`config.mk`:
```
export PLATFORM = sky130hd
export DESIGN_NAME = req_ack_rr_arbiter_flat
export DESIGN_NICKNAME = d
export VERILOG_FILES = /design/src/rtl/req_ack_rr_arbiter_if.sv /design/src/rtl/req_ack_rr_arbiter.sv /design/src/flat_wrapper.sv
export SDC_FILE = /design/constraint.sdc
export NUM_CORES = 1
export LEC_CHECK = 0
export CAP_MARGIN = 20
export CORE_AREA = 5 5 51 53
export DETAILED_ROUTE_END_ITERATION = 10
export DIE_AREA = 0 0 56 58
export PLACE_DENSITY = 0.73
export SLEW_MARGIN = 40
export SYNTH_ARGS = -nofsm -noshare
export SYNTH_HDL_FRONTEND = slang
export SYNTH_SLANG_ARGS = --single-unit
```
`constraint.sdc`:
```
create_clock -name clk -period 2.2 [get_ports clk]
set_input_delay 0.44 -clock clk [delete_from_list [all_inputs] [get_ports clk]]
set_output_delay 0.44 -clock clk [all_outputs]
set_load 0.05 [all_outputs]
```
`src/rtl/req_ack_rr_arbiter_if.sv`:
```
// ---------------------------------------------------------------------------
// req_ack_rr_arbiter_if
// Purpose : Bundles the level req/ack handshake between the requester agents
//           and the round-robin arbiter, together with the arbiter status.
// Signals :
//   req      [NUM_REQ-1:0]  level request per requester (agent -> arbiter)
//   ack      [NUM_REQ-1:0]  one-hot registered grant     (arbiter -> agent)
//   grant_id [ID_W-1:0]     index of current owner, valid while busy=1
//   busy                    1 while any ack bit is high
//   timeout                 1-cycle pulse when a grant is revoked
// Modports:
//   master  requester side (drives req, observes grant/status)
//   slave   arbiter side   (observes req, drives grant/status)
// ---------------------------------------------------------------------------
interface req_ack_rr_arbiter_if #(
  parameter int NUM_REQ = 4
);
  localparam int ID_W = (NUM_REQ > 1) ? $clog2(NUM_REQ) : 1;

  logic [NUM_REQ-1:0] req;
  logic [NUM_REQ-1:0] ack;
  logic [ID_W-1:0]    grant_id;
  logic               busy;
  logic               timeout;

  modport master (
    output req,
    input  ack,
    input  grant_id,
    input  busy,
    input  timeout
  );

  modport slave (
    input  req,
    output ack,
    output grant_id,
    output busy,
    output timeout
  );
endinterface

```
`src/rtl/req_ack_rr_arbiter.sv`:
```
// ---------------------------------------------------------------------------
// req_ack_rr_arbiter
// Purpose : Round-robin arbiter sharing one downstream resource between
//           NUM_REQ requesters over a level req/ack handshake. A grant is
//           issued one clock after the request is seen in IDLE, lasts while
//           the owner holds req (at most MAX_HOLD cycles), and is always
//           followed by a one-cycle GAP turnaround. An owner revoked by the
//           hold limit is blocked until it drops its request for a cycle.
// Ports   :
//   clk   in  rising-edge clock
//   rst   in  asynchronous, active-high reset
//   bus   req_ack_rr_arbiter_if.slave (req in; ack, grant_id, busy, timeout
//         out, all registered)
// Parameters:
//   NUM_REQ   number of requesters, 2..16
//   MAX_HOLD  max cycles ack may stay high for one grant, >=2
// ---------------------------------------------------------------------------
module req_ack_rr_arbiter #(
  parameter int NUM_REQ  = 4,
  parameter int MAX_HOLD = 8
) (
  input  logic                      clk,
  input  logic                      rst,
  req_ack_rr_arbiter_if.slave       bus
);

  localparam int ID_W   = $clog2(NUM_REQ);
  localparam int HOLD_W = $clog2(MAX_HOLD + 1);

  typedef enum logic [1:0] {
    IDLE  = 2'd0,
    GRANT = 2'd1,
    GAP   = 2'd2
  } state_t;

  // Registered state
  state_t              state_q;
  logic [ID_W-1:0]     ptr_q;
  logic [HOLD_W-1:0]   hold_q;
  logic [NUM_REQ-1:0]  blocked_q;
  logic [NUM_REQ-1:0]  ack_q;
  logic [ID_W-1:0]     gid_q;
  logic                busy_q;
  logic                to_q;

  // Next-state values
  state_t              state_d;
  logic [ID_W-1:0]     ptr_d;
  logic [HOLD_W-1:0]   hold_d;
  logic [NUM_REQ-1:0]  blocked_d;
  logic [NUM_REQ-1:0]  ack_d;
  logic [ID_W-1:0]     gid_d;
  logic                busy_d;
  logic                to_d;

  // Arbitration helpers
  logic [NUM_REQ-1:0]  eligible;
  logic                win_found;
  logic [ID_W-1:0]     win_id;
  logic [ID_W-1:0]     cand;
  logic                owner_req;
  logic                hold_limit;
  logic [ID_W-1:0]     ptr_after_owner;

  // Round-robin pick: first eligible index scanning upward from ptr_q with
  // wrap. The modulo keeps non-power-of-two NUM_REQ correct.
  always_comb begin
    // NOTE: every variable assigned here gets a default first so no path
    // leaves it unassigned and no latch is inferred.
    eligible  = bus.req & ~blocked_q;
    win_found = 1'b0;
    win_id    = '0;
    cand      = '0;
    for (int k = 0; k < NUM_REQ; k++) begin
      cand = ID_W'((int'(ptr_q) + k) % NUM_REQ);
      if (!win_found && eligible[cand]) begin
        win_found = 1'b1;
        win_id    = cand;
      end
    end
  end

  // Only the owner's request is observed while granting.
  assign owner_req       = bus.req[gid_q];
  assign hold_limit      = (hold_q == HOLD_W'(MAX_HOLD));
  assign ptr_after_owner = (gid_q == ID_W'(NUM_REQ - 1)) ? '0 : gid_q + 1'b1;

  // Process 1: state and output registers
  always_ff @(posedge clk or posedge rst) begin
    if (rst) begin
      state_q   <= IDLE;
      ptr_q     <= '0;
      hold_q    <= '0;
      blocked_q <= '0;
      ack_q     <= '0;
      gid_q     <= '0;
      busy_q    <= 1'b0;
      to_q      <= 1'b0;
    end else begin
      // NOTE: sequential state uses non-blocking assignments so every
      // register samples pre-edge values, independent of statement order.
      state_q   <= state_d;
      ptr_q     <= ptr_d;
      hold_q    <= hold_d;
      blocked_q <= blocked_d;
      ack_q     <= ack_d;
      gid_q     <= gid_d;
      busy_q    <= busy_d;
      to_q      <= to_d;
    end
  end

  // Process 2: next-state logic
  always_comb begin
    state_d = state_q;
    case (state_q)
      IDLE:    if (win_found) state_d = GRANT;
      GRANT:   if (!owner_req || hold_limit) state_d = GAP;
      GAP:     state_d = IDLE;
      default: state_d = IDLE;
    endcase
  end

  // Process 3: output / datapath next values (registered by process 1)
  always_comb begin
    ack_d    = ack_q;
    busy_d   = busy_q;
    gid_d    = gid_q;
    hold_d   = hold_q;
    ptr_d    = ptr_q;
    to_d     = 1'b0;
    blocked_d = blocked_q & bus.req;   // a dropped request clears its block
    case (state_q)
      IDLE: begin
        if (win_found) begin
          ack_d  = {{(NUM_REQ-1){1'b0}}, 1'b1} << win_id;
          busy_d = 1'b1;
          gid_d  = win_id;
          hold_d = HOLD_W'(1);
        end
      end
      GRANT: begin
        if (!owner_req) begin
          ack_d  = '0;
          busy_d = 1'b0;
          ptr_d  = ptr_after_owner;
        end else if (hold_limit) begin
          // Revoke a stuck owner; it stays blocked until it releases req.
          ack_d     = '0;
          busy_d    = 1'b0;
          to_d      = 1'b1;
          blocked_d = blocked_d | ack_q;
          ptr_d     = ptr_after_owner;
        end else begin
          hold_d = hold_q + 1'b1;
        end
      end
      GAP: begin
        ack_d  = '0;
        busy_d = 1'b0;
      end
      default: begin
        ack_d  = '0;
        busy_d = 1'b0;
      end
    endcase
  end

  assign bus.ack      = ack_q;
  assign bus.grant_id = gid_q;
  assign bus.busy     = busy_q;
  assign bus.timeout  = to_q;

endmodule

```
`src/flat_wrapper.sv`:
```
// flat-port wrapper written by rule: the top's interface ports become plain ports
module req_ack_rr_arbiter_flat 
#(
  parameter int NUM_REQ  = 4,
  parameter int MAX_HOLD = 8
)
  (clk, rst, bus_req, bus_ack, bus_grant_id, bus_busy, bus_timeout);
  req_ack_rr_arbiter_if #(.NUM_REQ(NUM_REQ)) bus_i ();
  input  logic clk;
  input  logic rst;
  input wire logic [$bits(bus_i.req)-1:0] bus_req;
  output wire logic [$bits(bus_i.ack)-1:0] bus_ack;
  output wire logic [$bits(bus_i.grant_id)-1:0] bus_grant_id;
  output wire logic [$bits(bus_i.busy)-1:0] bus_busy;
  output wire logic [$bits(bus_i.timeout)-1:0] bus_timeout;
  assign bus_i.req = bus_req;
  assign bus_ack = bus_i.ack;
  assign bus_grant_id = bus_i.grant_id;
  assign bus_busy = bus_i.busy;
  assign bus_timeout = bus_i.timeout;
  req_ack_rr_arbiter #(.NUM_REQ(NUM_REQ), .MAX_HOLD(MAX_HOLD)) u_core (.clk(clk), .rst(rst), .bus(bus_i));
endmodule
```
==> results <==
[sequential cells by signal, summed over array words and instances (netlist names)]
signal,count
u_core.bus.ack,4
u_core.ptr_q,2
u_core.state_q,2
u_core.blocked_q,4
u_core.bus.busy,1
u_core.hold_q,4
u_core.bus.grant_id,2
u_core.bus.timeout,1
[cells by family after synthesis]
family / after synthesis / synth area share (%)
and+or+nand+nor: 27 / 15.1
muxes: 5 / 5.12
buffers and inverters: 8 / 2.92
DFF: 20 / 48.7
AOI/OAI and AO/OA: 31 / 24.5
adders and majority gates: 3 / 3.65
[cell type report]
class | instances | area, sq um
clock buffer | 4 | 36.3
fill | 166 | 847
inverter | 8 | 30.0
multi-input combinational | 66 | 497
sequential | 20 | 500
tap | 28 | 35.0
timing repair buffer | 17 | 160
[final timing paths]
check	slack (ps)	start	endpoint
max	130	u_core.bus.grant_id[0]$_DFFE_PP0P_	bus_grant_id[0]
min	440	rst	u_core.blocked_q[2]$_DFF_PP0_
max reg2reg	380	u_core.hold_q[0]$_DFFE_PP0P_	u_core.ptr_q[0]$_DFFE_PP0P_
min reg2reg	510	u_core.bus.busy$_DFFE_PP0P_	u_core.bus.busy$_DFFE_PP0P_
max in group asynchronous	1540	rst	u_core.blocked_q[1]$_DFF_PP0_
min in group clk	510	u_core.bus.busy$_DFFE_PP0P_	u_core.bus.busy$_DFFE_PP0P_
[synth_stat cells, types with 2 or more instances]
cell type and n:
dfrtp_1 20, inv_1 8, a22o_1 5, nand2_1 5, a21oi_1 4, nand2b_1 4, nor2b_1 4, o21ai_0 4
ha_1 3, mux2i_1 3, nor2_1 3, a211oi_1 2, a32o_1 2, mux2_2 2, nand3_1 2, nand3b_1 2
o22ai_1 2, o32ai_1 2
[power by group]
group | total [mW] | internal (mW) | switching (mW)
registers | 0.611 | 0.481 | 0.130
logic | 0.852 | 0.359 | 0.494
clock network | 0.210 | 0.101 | 0.110
total | 1.67 | 0.941 | 0.733
[metrics by stage]
step	util [%]	cells	hold WS (ps)
after global placement	58.1	139	478
after global routing	59.8	143	460
after CTS	59.8	143	447
after detailed placement	58.1	139	486
final	59.8	143	442
after floorplan	-	94	404
[layout by cell type (no fill, tap or decap), types with 2 or more instances in the layout]
cell,n
inv_1,8
nand3b_1,2
a22o_1,5
a21oi_1,4
o22ai_1,2
o21ai_0,4
mux2i_1,3
a211oi_1,2
a32o_1,2
nor2_1,3
nand2b_1,4
buf_4,4
clkbuf_4,3
o32ai_1,2
nor2b_1,4
nand3_1,2
dfrtp_1,20
ha_1,3
clkdlybuf4s50_1,13
nand2_1,5
mux2_2,2
[routing by layer]
| layer | up-vias | GRT usage (%) | wire length (microns) |
|---|---|---|---|
| met5 | - | 0 | 0 |
| met4 | 0 | 4.75 | 12 |
| met3 | 2 | 2.67 | 71 |
| met2 | 14 | 23.0 | 1020 |
| met1 | 402 | 18.6 | 1080 |
| li1 | 398 | - | - |
==> reports/metrics.cfg <==
[status]
outcome=finished, final reports clean

[logic_synthesis]
ys_warn_count=0
synth_top_area_share_pct=48.7
synth.area.top_cells=dfrtp_1 49%, a22o_1 4.3%, ha_1 3.7%
async_flop_share_pct=100
synth_edf_count=0
avgSynthCellArea_sq_um=10.9
syn-num-nets=103
ys_types=35
yosysTopAreaCell=dfrtp_1
synthCells=94
ys.flop_type=dfrtp_1
syn-cell-area_sq_um=1030
synth_seq_cells=20
yosysSeqAreaShare_pct=48.7

[clock_network]
clk_pin_slew_ps=120
cts_buffer_depth=2
clock_latency_ps=300
cts.sinks=20
numCtsBuffers=3
root_buffer=clkbuf_4
cts_hold_buf=0
cts_setup_buffers=0
h-tree-depth=1
post_cts_resized=0
cts_tree=done

[detailed_routing]
detail_route.first_pass.iterations=4
drc=0
via_per_inst=5.71
drt_iter0_markers=17
wl_mm=2.18
dr_total_vias=816
detail-route-antenna-nets=0
wl_per_cell_microns=15.3

[sta]
slew_headroom_pct=64.9
min_period_ps=2070
rsz0062_at_grt=false
skew_ps=13.4
slew_viol_final=0
layout_setup_ws_ps=126
tightest_slew_ps=527
fin_crit_sh_pct=94.3
hold_viol=0
setup_viol_count_final=0
fmax_mhz=482
fin_setup_tns_ps=0

[floorplanning]
rows=17
design.portCount=14
start_util_pct=48.8
die_x_microns=56
die_h_microns=58
core_sq_um=2110
die_area_sq_um=3250

[layout]
stdcell_area_sq_um=1260
diodes=0
fin_nets=125
final_layout_size_suffix_gt1_share_pct=12.2
syn_to_final_growth_pct=22.5

[setup_path]
crit_cells=1
cp_num_buf_inv=1
arrival_ps=1630
cp_slowest_stage_delay_ps=850
slowest_stage=clkdlybuf4s50_1
start_kind=register
cp_cell_sequence=clkdlybuf4s50_1
crit_type=register to output pin
reg2regPathDepth=5
cp-end-kind=output pin
crit_path_max_fanout=8
path_delay_family=buffers and inverters
required_ps=1760

[global_routing]
gr-total-overflow=0
grt_usage_pct=14.0
grt_max_degree=21
grt_first_pass_wirelength_mm=3.59
antenna_found_initial=0
grt_pass1_vias=792

[placement]
pre_cts_ws_ps=8.68
hpwl_mm=1.66
gp_congestion=0.881
placed_cell_area_sq_um=1220
io_buffers=13

[hold_path]
hold_path.class=input port to async pin

[power_and_ir_drop]
leakagePower_nw=0.552
max-vdd-ir-drop_v=0.000838
power_mw=1.67
p_per_area_nw_per_um2=1330

[flow_run]
cap_violations=0

Note: power is estimated with default switching activity, not from simulation.
